### src/rtl/request_scheduler.sv
// Purpose : latches floor calls into a pending set and picks the next target floor (SCAN policy), owns door dwell.
// Latency : REQ visible on PENDING after 1 edge, FSM/TARGET react 1 edge later; CUR_FLOOR reacts in 1 edge.
// Backpr. : none; REQ is level-sensitive and every output is a registered level.
// Ports   : CLOCK_50/RESET clock and async active-high reset; TICK dwell step enable; REQ call buttons;
//           CUR_FLOOR car position; TARGET/TARGET_VALID travel target; DIR_UP direction memory;
//           DOOR_OPEN door state; PENDING registered request set.
module request_scheduler #(
  parameter int FLOORS = 10,
  parameter int DWELL  = 8
) (
  input  logic              CLOCK_50,
  input  logic              RESET,
  input  logic              TICK,
  input  logic [FLOORS-1:0] REQ,
  input  logic [3:0]        CUR_FLOOR,
  output logic [3:0]        TARGET,
  output logic              TARGET_VALID,
  output logic              DIR_UP,
  output logic              DOOR_OPEN,
  output logic [FLOORS-1:0] PENDING
);

  typedef enum logic [1:0] {
    S_IDLE,
    S_MOVE_UP,
    S_MOVE_DOWN,
    S_DOOR
  } state_t;

  localparam logic [4:0] FLOORS_W = 5'(FLOORS);
  localparam logic [3:0] DWELL_W  = 4'(DWELL);

  state_t            state_q, state_d;
  logic [FLOORS-1:0] pending_q, pending_d;
  logic [3:0]        target_q, target_d;
  logic [3:0]        dwell_q, dwell_d;
  logic              dir_up_q, dir_up_d;
  logic              tgt_vld_q, tgt_vld_d;
  logic              door_q, door_d;

  logic       cur_valid;
  logic       here, above, below, here_req;
  logic [3:0] lo_above, hi_below;
  logic [3:0] up_dist, dn_dist;

  assign cur_valid = ({1'b0, CUR_FLOOR} < FLOORS_W);

  // Scan the pending set relative to the car. An out-of-range floor sees nothing.
  always_comb begin
    above    = 1'b0;
    below    = 1'b0;
    here     = 1'b0;
    here_req = 1'b0;
    lo_above = 4'd0;
    hi_below = 4'd0;
    // Descending walk: last hit is the lowest pending floor above the car.
    for (int j = FLOORS - 1; j >= 0; j--) begin
      if (cur_valid && pending_q[j] && (4'(j) > CUR_FLOOR)) begin
        above    = 1'b1;
        lo_above = 4'(j);
      end
    end
    // Ascending walk: last hit is the highest pending floor below the car.
    for (int j = 0; j < FLOORS; j++) begin
      if (cur_valid && pending_q[j] && (4'(j) < CUR_FLOOR)) begin
        below    = 1'b1;
        hi_below = 4'(j);
      end
      if (cur_valid && (4'(j) == CUR_FLOOR)) begin
        here     = pending_q[j];
        here_req = REQ[j];
      end
    end
  end

  assign up_dist = lo_above - CUR_FLOOR;
  assign dn_dist = CUR_FLOOR - hi_below;

  // Next-state, dwell counter and direction memory. Invalid floor freezes all of it.
  always_comb begin
    state_d  = state_q;
    dwell_d  = dwell_q;
    dir_up_d = dir_up_q;
    if (cur_valid) begin
      case (state_q)
        S_IDLE: begin
          if (here)                state_d = S_DOOR;
          else if (above && below) state_d = (up_dist <= dn_dist) ? S_MOVE_UP : S_MOVE_DOWN;
          else if (above)          state_d = S_MOVE_UP;
          else if (below)          state_d = S_MOVE_DOWN;
        end
        S_MOVE_UP: begin
          if (here)        state_d = S_DOOR;
          else if (!above) state_d = S_IDLE;
        end
        S_MOVE_DOWN: begin
          if (here)        state_d = S_DOOR;
          else if (!below) state_d = S_IDLE;
        end
        S_DOOR: begin
          // A fresh call at this floor restarts the dwell and takes priority over leaving.
          if (here_req) begin
            dwell_d = DWELL_W;
          end else if (TICK) begin
            dwell_d = dwell_q - 4'd1;
            if (dwell_q == 4'd1) begin
              if (dir_up_q) begin
                if (above)      state_d = S_MOVE_UP;
                else if (below) state_d = S_MOVE_DOWN;
                else            state_d = S_IDLE;
              end else begin
                if (below)      state_d = S_MOVE_DOWN;
                else if (above) state_d = S_MOVE_UP;
                else            state_d = S_IDLE;
              end
            end
          end
        end
        default: state_d = S_IDLE;
      endcase
      if ((state_d == S_DOOR) && (state_q != S_DOOR)) dwell_d = DWELL_W;
      if (state_d == S_MOVE_UP)   dir_up_d = 1'b1;
      if (state_d == S_MOVE_DOWN) dir_up_d = 1'b0;
    end
  end

  // Outputs are computed from the next state so the registered values track it.
  always_comb begin
    target_d  = target_q;
    tgt_vld_d = (state_d == S_MOVE_UP) || (state_d == S_MOVE_DOWN);
    door_d    = (state_d == S_DOOR);
    if (cur_valid) begin
      case (state_d)
        S_MOVE_UP:   target_d = lo_above;
        S_MOVE_DOWN: target_d = hi_below;
        default:     target_d = CUR_FLOOR;
      endcase
    end
  end

  // Set wins over clear except for the car's own floor while in or entering DOOR.
  always_comb begin
    pending_d = pending_q | REQ;
    for (int j = 0; j < FLOORS; j++) begin
      if (cur_valid && (4'(j) == CUR_FLOOR) &&
          ((state_q == S_DOOR) || (state_d == S_DOOR))) begin
        pending_d[j] = 1'b0;
      end
    end
  end

  always_ff @(posedge CLOCK_50 or posedge RESET) begin
    if (RESET) begin
      state_q   <= S_IDLE;
      pending_q <= '0;
      target_q  <= 4'd0;
      dwell_q   <= 4'd0;
      dir_up_q  <= 1'b1;
      tgt_vld_q <= 1'b0;
      door_q    <= 1'b0;
    end else begin
      state_q   <= state_d;
      pending_q <= pending_d;
      target_q  <= target_d;
      dwell_q   <= dwell_d;
      dir_up_q  <= dir_up_d;
      tgt_vld_q <= tgt_vld_d;
      door_q    <= door_d;
    end
  end

  assign TARGET       = target_q;
  assign TARGET_VALID = tgt_vld_q;
  assign DIR_UP       = dir_up_q;
  assign DOOR_OPEN    = door_q;
  assign PENDING      = pending_q;

endmodule

### config.mk
export PLATFORM = sky130hd
export DESIGN_NAME = request_scheduler
export DESIGN_NICKNAME = d
export VERILOG_FILES = /design/src/rtl/request_scheduler.sv
export SDC_FILE = /design/constraint.sdc
export NUM_CORES = 1
export LEC_CHECK = 0
export BUFFER_PORTS_ARGS = -buffer_cell sky130_fd_sc_hd__buf_2
export CAP_MARGIN = 10
export CORE_MARGIN = 4
export CORE_UTILIZATION = 52
export CTS_BUF_LIST = sky130_fd_sc_hd__clkbuf_16
export DETAILED_ROUTE_END_ITERATION = 12
export PLACE_DENSITY = 0.77
export SLEW_MARGIN = 15
export SYNTH_ARGS = -nofsm -noshare
export SYNTH_HDL_FRONTEND = slang
export SYNTH_SLANG_ARGS = --single-unit
### constraint.sdc
create_clock -name CLOCK_50 -period 4 [get_ports CLOCK_50]
set_input_delay 0.8 -clock CLOCK_50 [delete_from_list [all_inputs] [get_ports CLOCK_50]]
set_output_delay 0.8 -clock CLOCK_50 [all_outputs]
set_load 0.02 [all_outputs]
==> results of run 1 <==
[layer usage]
layer  GRT usage, %  up-vias  routed length (µm)
met3           6.81       82                1090
li1               -     1367                   -
met5              0        -                   0
met4           17.2        0                 785
met2           53.0      278                4810
met1           43.5     1530                3850
[worst min path at each step]
stage	startpoint	to	slack (ns)	cells past startpoint
after floorplan	dwell_q[3]	dwell_q[3]	0.48	2
final	TARGET[1]	TARGET[1]	0.52	2
after global placement	TARGET[2]	TARGET[2]	0.47	2
after CTS	TARGET[2]	TARGET[2]	0.49	2
after detailed placement	TARGET[2]	TARGET[2]	0.48	2
after global routing	TARGET[1]	TARGET[1]	0.54	2
[area by class of cell]
type / instances / area, µm²
clock buffers: 3 / 75.1
clock inverters: 1 / 5.00
fillers: 220 / 524
inverters: 16 / 62.6
multi-input cells: 235 / 1880
flip-flops and latches: 23 / 577
well taps: 52 / 65.1
repair buffers: 156 / 1170
[Yosys cell counts (3+ instances only)]
cell type  instances  area share, %
ha_1              17            9.1
o21ai_0           12            2.6
o21ai_1            6            1.3
o211ai_1           4            1.3
a32o_1             3            1.3
nor2_1            37            5.9
nand2b_1           5            1.3
nand3_1            6            1.3
a21oi_1           28            6.0
buf_2              7            1.5
a31oi_1            4            1.1
dfrtp_1           22             24
mux2i_1            3            1.3
a2bb2oi_1          3            1.1
nand4_1            4            1.1
xnor2_1            4            1.5
nor2b_1            3           0.80
a32oi_1            3            1.1
inv_1             14            2.3
o21a_1             4            1.3
clkbuf_1           6           0.96
xor2_1             4            1.5
nor3_1             4           0.86
nand2_1           22            3.5
and3_1             7            1.9
[state kept, by name, indices dropped and copies added (netlist names)]
| signal | cells |
|---|---|
| DIR_UP | 1 |
| DOOR_OPEN | 1 |
| PENDING | 10 |
| TARGET | 4 |
| TARGET_VALID | 1 |
| dwell_q | 4 |
| state_q | 2 |
[power by group through the flow]
stage / Sequential [mW] / Combinational (mW) / Clock (mW)
CTS: 0.318 / 0.600 / 0.234
finish: 0.326 / 0.702 / 0.229
detailed placement: 0.320 / 0.497 / 0
global route: 0.331 / 0.740 / 0.244
floorplan: 0.338 / 0.292 / 0
global placement: 0.319 / 0.479 / 0
[kinds of logic (layout without fill, tap and decap cells)]
family                     count (synthesis)  count (layout)  synth area share, %
AOI/OAI and AO/OA                        102             102                 31.1
and+or+nand+nor                          102             102                 21.8
buffers and inverters                     34             176                 6.81
DFF                                       23              23                 24.7
adders and majority gates                 19              19                 10.8
xor gates and xnor gates                   8               8                 3.00
muxes                                      4               4                 1.77
[tightest hold or removal path: stages, from the launching register on]
cell     delay (ns)
dfrtp_1        0.35
nand2_1        0.06
o21ai_1        0.07
[timing repair]
item,CTS,global route
hold buffers,0,0
endpoints found under the setup margin,21,21
gates resized for setup,44,36
buffers inserted,25,12
pin swaps,23,40
endpoints found under the hold margin,0,0
==> results.sh, run 1 <==
export IMPL_die_w_um=75.0
export IMPL_start_util_pct=53.6
export IMPL_fin_crit_sh_pct=117
export IMPL_die_area_um2=5630
export IMPL_crit_fanout=6
export IMPL_dp_slack_ns=-1.00
export IMPL_violations="negative setup slack"
export IMPL_fin_total_pwr_mw=1.26
export IMPL_outcome="complete, but fails checks"
export IMPL_fmax_mhz=213
export IMPL_path_depth=20
export IMPL_ff2ff_path_depth=18
export IMPL_first_pass_iters=5
export IMPL_clk_pin_slew_ns=0.07
export IMPL_syn_to_final_growth_pct=64.0
export IMPL_cts_max_level=1
export IMPL_worst_ep_required_time_ns=4.14
export IMPL_r2r_start="PENDING[5]"
export IMPL_slew_headroom_pct=37.7
export IMPL_grt_pass1_wl_um=14300
export IMPL_layout_common_cells="114 x buf_4, 31 x nor2_1, 29 x buf_2"
export IMPL_powerDensity_nw_per_um2=328
export IMPL_hold_class="register to register"
export IMPL_place_congestion=0.985
export IMPL_syn_area_um2=2330
export IMPL_cp_top_family="compound AO/OA/AOI/OAI gates"
export IMPL_cp_num_buf_inv=4
export IMPL_finalClockSkew_ns=0.00799
export IMPL_core_um2=4350
export IMPL_drtIter0Drc=342
export IMPL_design_area_um2=3830
export IMPL_clk_path_buf_depth=2
export IMPL_ys_warn_count=0
export IMPL_pwr_share_comb_pct=55.9
export IMPL_rsz0062_at_grt="yes"
export IMPL_finalWirelength_um=10500
export IMPL_vias_per_cell=6.70
export IMPL_diodes=0
export IMPL_ys_ff_latch=23
export IMPL_timing_critical_path_from="CUR_FLOOR[1]"
export IMPL_synth_cells=292
export IMPL_leakagePower_nw=1.77
export IMPL_final_max_slew_viol_count=0
export IMPL_finalCriticalPeriod_ns=4.68
export IMPL_grt_ovfl_total=0
export IMPL_worstMarginPinSlew_ns=0.933
export IMPL_hpwl_um=6120
export IMPL_fp_row_count=24
export IMPL_place_inst=445
export IMPL_reg2reg_to="PENDING[3]"
export IMPL_ys_types=72
export IMPL_drive_above_1_share_pct=50.5
export IMPL_cp_slowest_cell="or3b_4"
export IMPL_switching_share_pct=40.1
export IMPL_numPortBuffers=33
export IMPL_avgSynthCellArea_um2=8.00
export IMPL_grt_max_degree=24
export IMPL_pin_count=34
export IMPL_fin_setup_tns_ns=-12.10
export IMPL_post_dp_cell_area_um2=3150
export IMPL_vias=3257
export IMPL_hold_viol_final=0
export IMPL_grt_antenna_before_repair=0
export IMPL_cts_made_buffers=3
export IMPL_crit_arrival_ns=4.82
export IMPL_fp_dieH_um=75.0
export IMPL_p_switching_mw=0.504
export IMPL_synth_edf_count=0
export IMPL_clockRootBuffer="clkbuf_16"
export IMPL_drc=0
export IMPL_setup_viol_count_final=21
export IMPL_drt_antenna_violating_nets=0
export IMPL_endpoint="PENDING[3]"
export IMPL_nets=471
export IMPL_path_class="primary input to register"
export IMPL_layout_setup_ws_ns=-0.684
export IMPL_path_cells="buf_12 > buf_6 > or3b_4 > a41o_1 > nor3_2 > ha_1 > a21oi_2 > xnor2_1 > xnor2_1 > ha_1 > nand2_1 > o21ai_2 > a21boi_1 > o2111a_2 > o311ai_4 > ha_2 > a21oi_1 > buf_4 > buf_6 > o32a_1"
export IMPL_final_core_util_pct=88.0
export IMPL_drv_cap=0
export IMPL_p_int_mw=0.753
export IMPL_cp_end_kind="register"
export IMPL_cts_tree="done"
export IMPL_slowest_delay_ns=0.37
export IMPL_synth_flop_cell="dfrtp_1"
export IMPL_clockPowerShare_pct=18.2
export IMPL_clkSinkCount=23
export IMPL_syn_num_nets=328
export IMPL_instances_no_fill=486
export IMPL_holdWs_ns=0.518
export IMPL_startpoint_type="primary input"
export IMPL_wl_per_cell_um=21.7
export IMPL_final_common_cell="buf_4"
export IMPL_clock_latency_ns=0.26
export IMPL_grt_pass1_vias=2926
export IMPL_r2r_slack_ns=-0.38
export IMPL_peakVddDrop_v=0.000265
export IMPL_grt_total_usage_pct=33.6
export IMPL_seq_area_frac_synth_pct=24.7
export IMPL_async_reset_ff_share_pct=100
export IMPL_seq_power_share_pct=26.0
(Power assumes the default switching activity.)
==> run 2: changes to the inputs <==
- ABC_CLOCK_PERIOD_IN_PS: not set -> 4000
- PLACE_DENSITY: 0.77 -> 0.82
==> results.sh, run 2 (synthesis results as in run 1) <==
export IMPL_core_um2=4350
export IMPL_crit_arrival_ns=5.12
export IMPL_syn_to_final_growth_pct=69.5
export IMPL_vias_per_cell=7.72
export IMPL_fp_dieH_um=75.0
export IMPL_clk_path_buf_depth=2
export IMPL_clkSinkCount=23
export IMPL_startpoint_type="primary input"
export IMPL_fin_total_pwr_mw=1.38
export IMPL_leakagePower_nw=1.76
export IMPL_largest_reg_flops=10
export IMPL_grt_pass1_vias=3202
export IMPL_grt_total_usage_pct=39.4
export IMPL_clk_pin_slew_ns=0.07
export IMPL_crit_fanout=10
export IMPL_final_common_cell="buf_4"
export IMPL_clockRootBuffer="clkbuf_16"
export IMPL_grt_pass1_wl_um=16500
export IMPL_violations="negative setup slack"
export IMPL_place_congestion=0.989
export IMPL_cts_max_level=1
export IMPL_powerDensity_nw_per_um2=348
export IMPL_fp_row_count=24
export IMPL_first_pass_iters=13
export IMPL_grt_ovfl_total=0
export IMPL_drt_antenna_violating_nets=0
export IMPL_holdWs_ns=0.540
export IMPL_die_w_um=75.0
export IMPL_outcome="complete, but fails checks"
export IMPL_clock_latency_ns=0.27
export IMPL_drive_above_1_share_pct=55.5
export IMPL_cts_hold_buf=0
export IMPL_fmax_mhz=201
export IMPL_layout_setup_ws_ns=-0.966
export IMPL_drc=0
export IMPL_peakVddDrop_v=0.000318
export IMPL_final_max_slew_viol_count=0
export IMPL_drtIter0Drc=847
export IMPL_layout_common_cells="98 x buf_4, 29 x buf_2, 25 x nor2_1"
export IMPL_cts_made_buffers=3
export IMPL_drv_cap=0
export IMPL_numPortBuffers=33
export IMPL_cp_end_kind="register"
export IMPL_rsz0062_at_grt="yes"
export IMPL_hpwl_um=6150
export IMPL_grt_antenna_before_repair=0
export IMPL_vias=3660
export IMPL_hold_viol_final=0
export IMPL_finalClockSkew_ns=0.00297
export IMPL_hold_class="register to register"
export IMPL_die_area_um2=5630
export IMPL_diodes=0
export IMPL_worstMarginPinSlew_ns=1.00
export IMPL_wl_per_cell_um=29.9
export IMPL_pin_count=34
export IMPL_start_util_pct=53.6
export IMPL_dp_slack_ns=-1.02
export IMPL_worst_ep_required_time_ns=4.16
export IMPL_setup_viol_count_final=23
export IMPL_grt_max_degree=24
export IMPL_slew_headroom_pct=33.1
export IMPL_finalWirelength_um=14200
export IMPL_cts_tree="done"
export IMPL_nets=459
export IMPL_path_class="primary input to register"
export IMPL_fin_crit_sh_pct=124
export IMPL_finalCriticalPeriod_ns=4.97
-- run 2: changes by cell type in the layout (fill, tap and decap cells not counted), moves of 4 or more --
cell / before / now
nor2_1: 31 / 25
nand2_1: 21 / 17
ha_4: 3 / 7
a21oi_1: 15 / 11
a21oi_2: 13 / 17
buf_4: 114 / 98
-- run 2: stage by stage --
| stage | std cells | util, % | instance area (µm²) | TNS, ns |
|---|---|---|---|---|
| after global placement | 446 | 72.4 | 3150 | -14.05 |
| after CTS | 465 | 84.2 | 3670 | -5.50 |
| final | 474 | 90.9 | 3960 | -17.64 |
| after floorplan | 292 | - | 2400 | -8.67 |
| after global routing | 474 | 90.9 | 3960 | -20.39 |
| after detailed placement | 446 | 72.4 | 3150 | -16.59 |
-- run 2: final timing paths --
check / from / endpoint / slack, ns / depth (start not counted)
max: CUR_FLOOR[3] / dwell_q[2] / -0.97 / 28
min: TARGET[3] / TARGET[3] / 0.54 / 1
max reg2reg: PENDING[2] / dwell_q[2] / -0.77 / 26
min reg2reg: TARGET[3] / TARGET[3] / 0.54 / 1
max in group asynchronous: RESET / PENDING[7] / 2.62 / 2
min in group asynchronous: RESET / dwell_q[0] / 0.77 / 2
-- run 2: layer usage --
metal  wire (µm)  GRT usage [%]  vias up  part of all wire (%)
li1            -              -     1340                     -
met1        4460           48.3     1634                    31
met2        5820           60.3      502                    41
met3        2400           10.3      184                    17
met4        1480           26.9        0                    10
met5           0              0        -                     0
-- run 2: final cells by class --
type | count | area, µm²
Sequential cell | 23 | 577
Multi-Input combinational cell | 235 | 2040
Timing Repair Buffer | 144 | 1130
Clock inverter | 1 | 5.00
Clock buffer | 3 | 75.1
Tap cell | 52 | 65.1
Inverter | 16 | 65.1
Fill cell | 140 | 397
-- run 2: worst max-delay path, stage by stage --
cell and delay, ns:
buf_8 0.12, nor4b_2 0.16, o21ai_1 0.21, a32oi_1 0.08, o22a_1 0.31, nor2_2 0.14, ha_2 0.19, inv_2 0.04
a21o_1 0.19, a21oi_2 0.21, xnor2_2 0.15, xnor2_2 0.12, ha_1 0.39, nand2_2 0.08, o21ai_2 0.18, buf_4 0.14
nand2_2 0.04, o211ai_1 0.24, buf_4 0.17, nand3_4 0.07, ha_4 0.21, a21oi_4 0.20, nor2_4 0.08, buf_4 0.17
buf_6 0.11, nand3_4 0.06, xor2_1 0.17, nor2_1 0.07
-- run 2: where the power goes --
group          internal (mW)  leakage (nW)  switching, mW
combinational          0.358          1.48          0.443
sequential             0.277         0.243         0.0616
clock                  0.135        0.0409          0.102
total                  0.770          1.76          0.607
-- run 2: repair_timing --
action,in CTS,in global routing
resized for setup,75,49
gates cloned,1,0
setup endpoints to repair,21,23
setup buffers,14,11
pin swaps,47,39
hold endpoints to repair,0,0
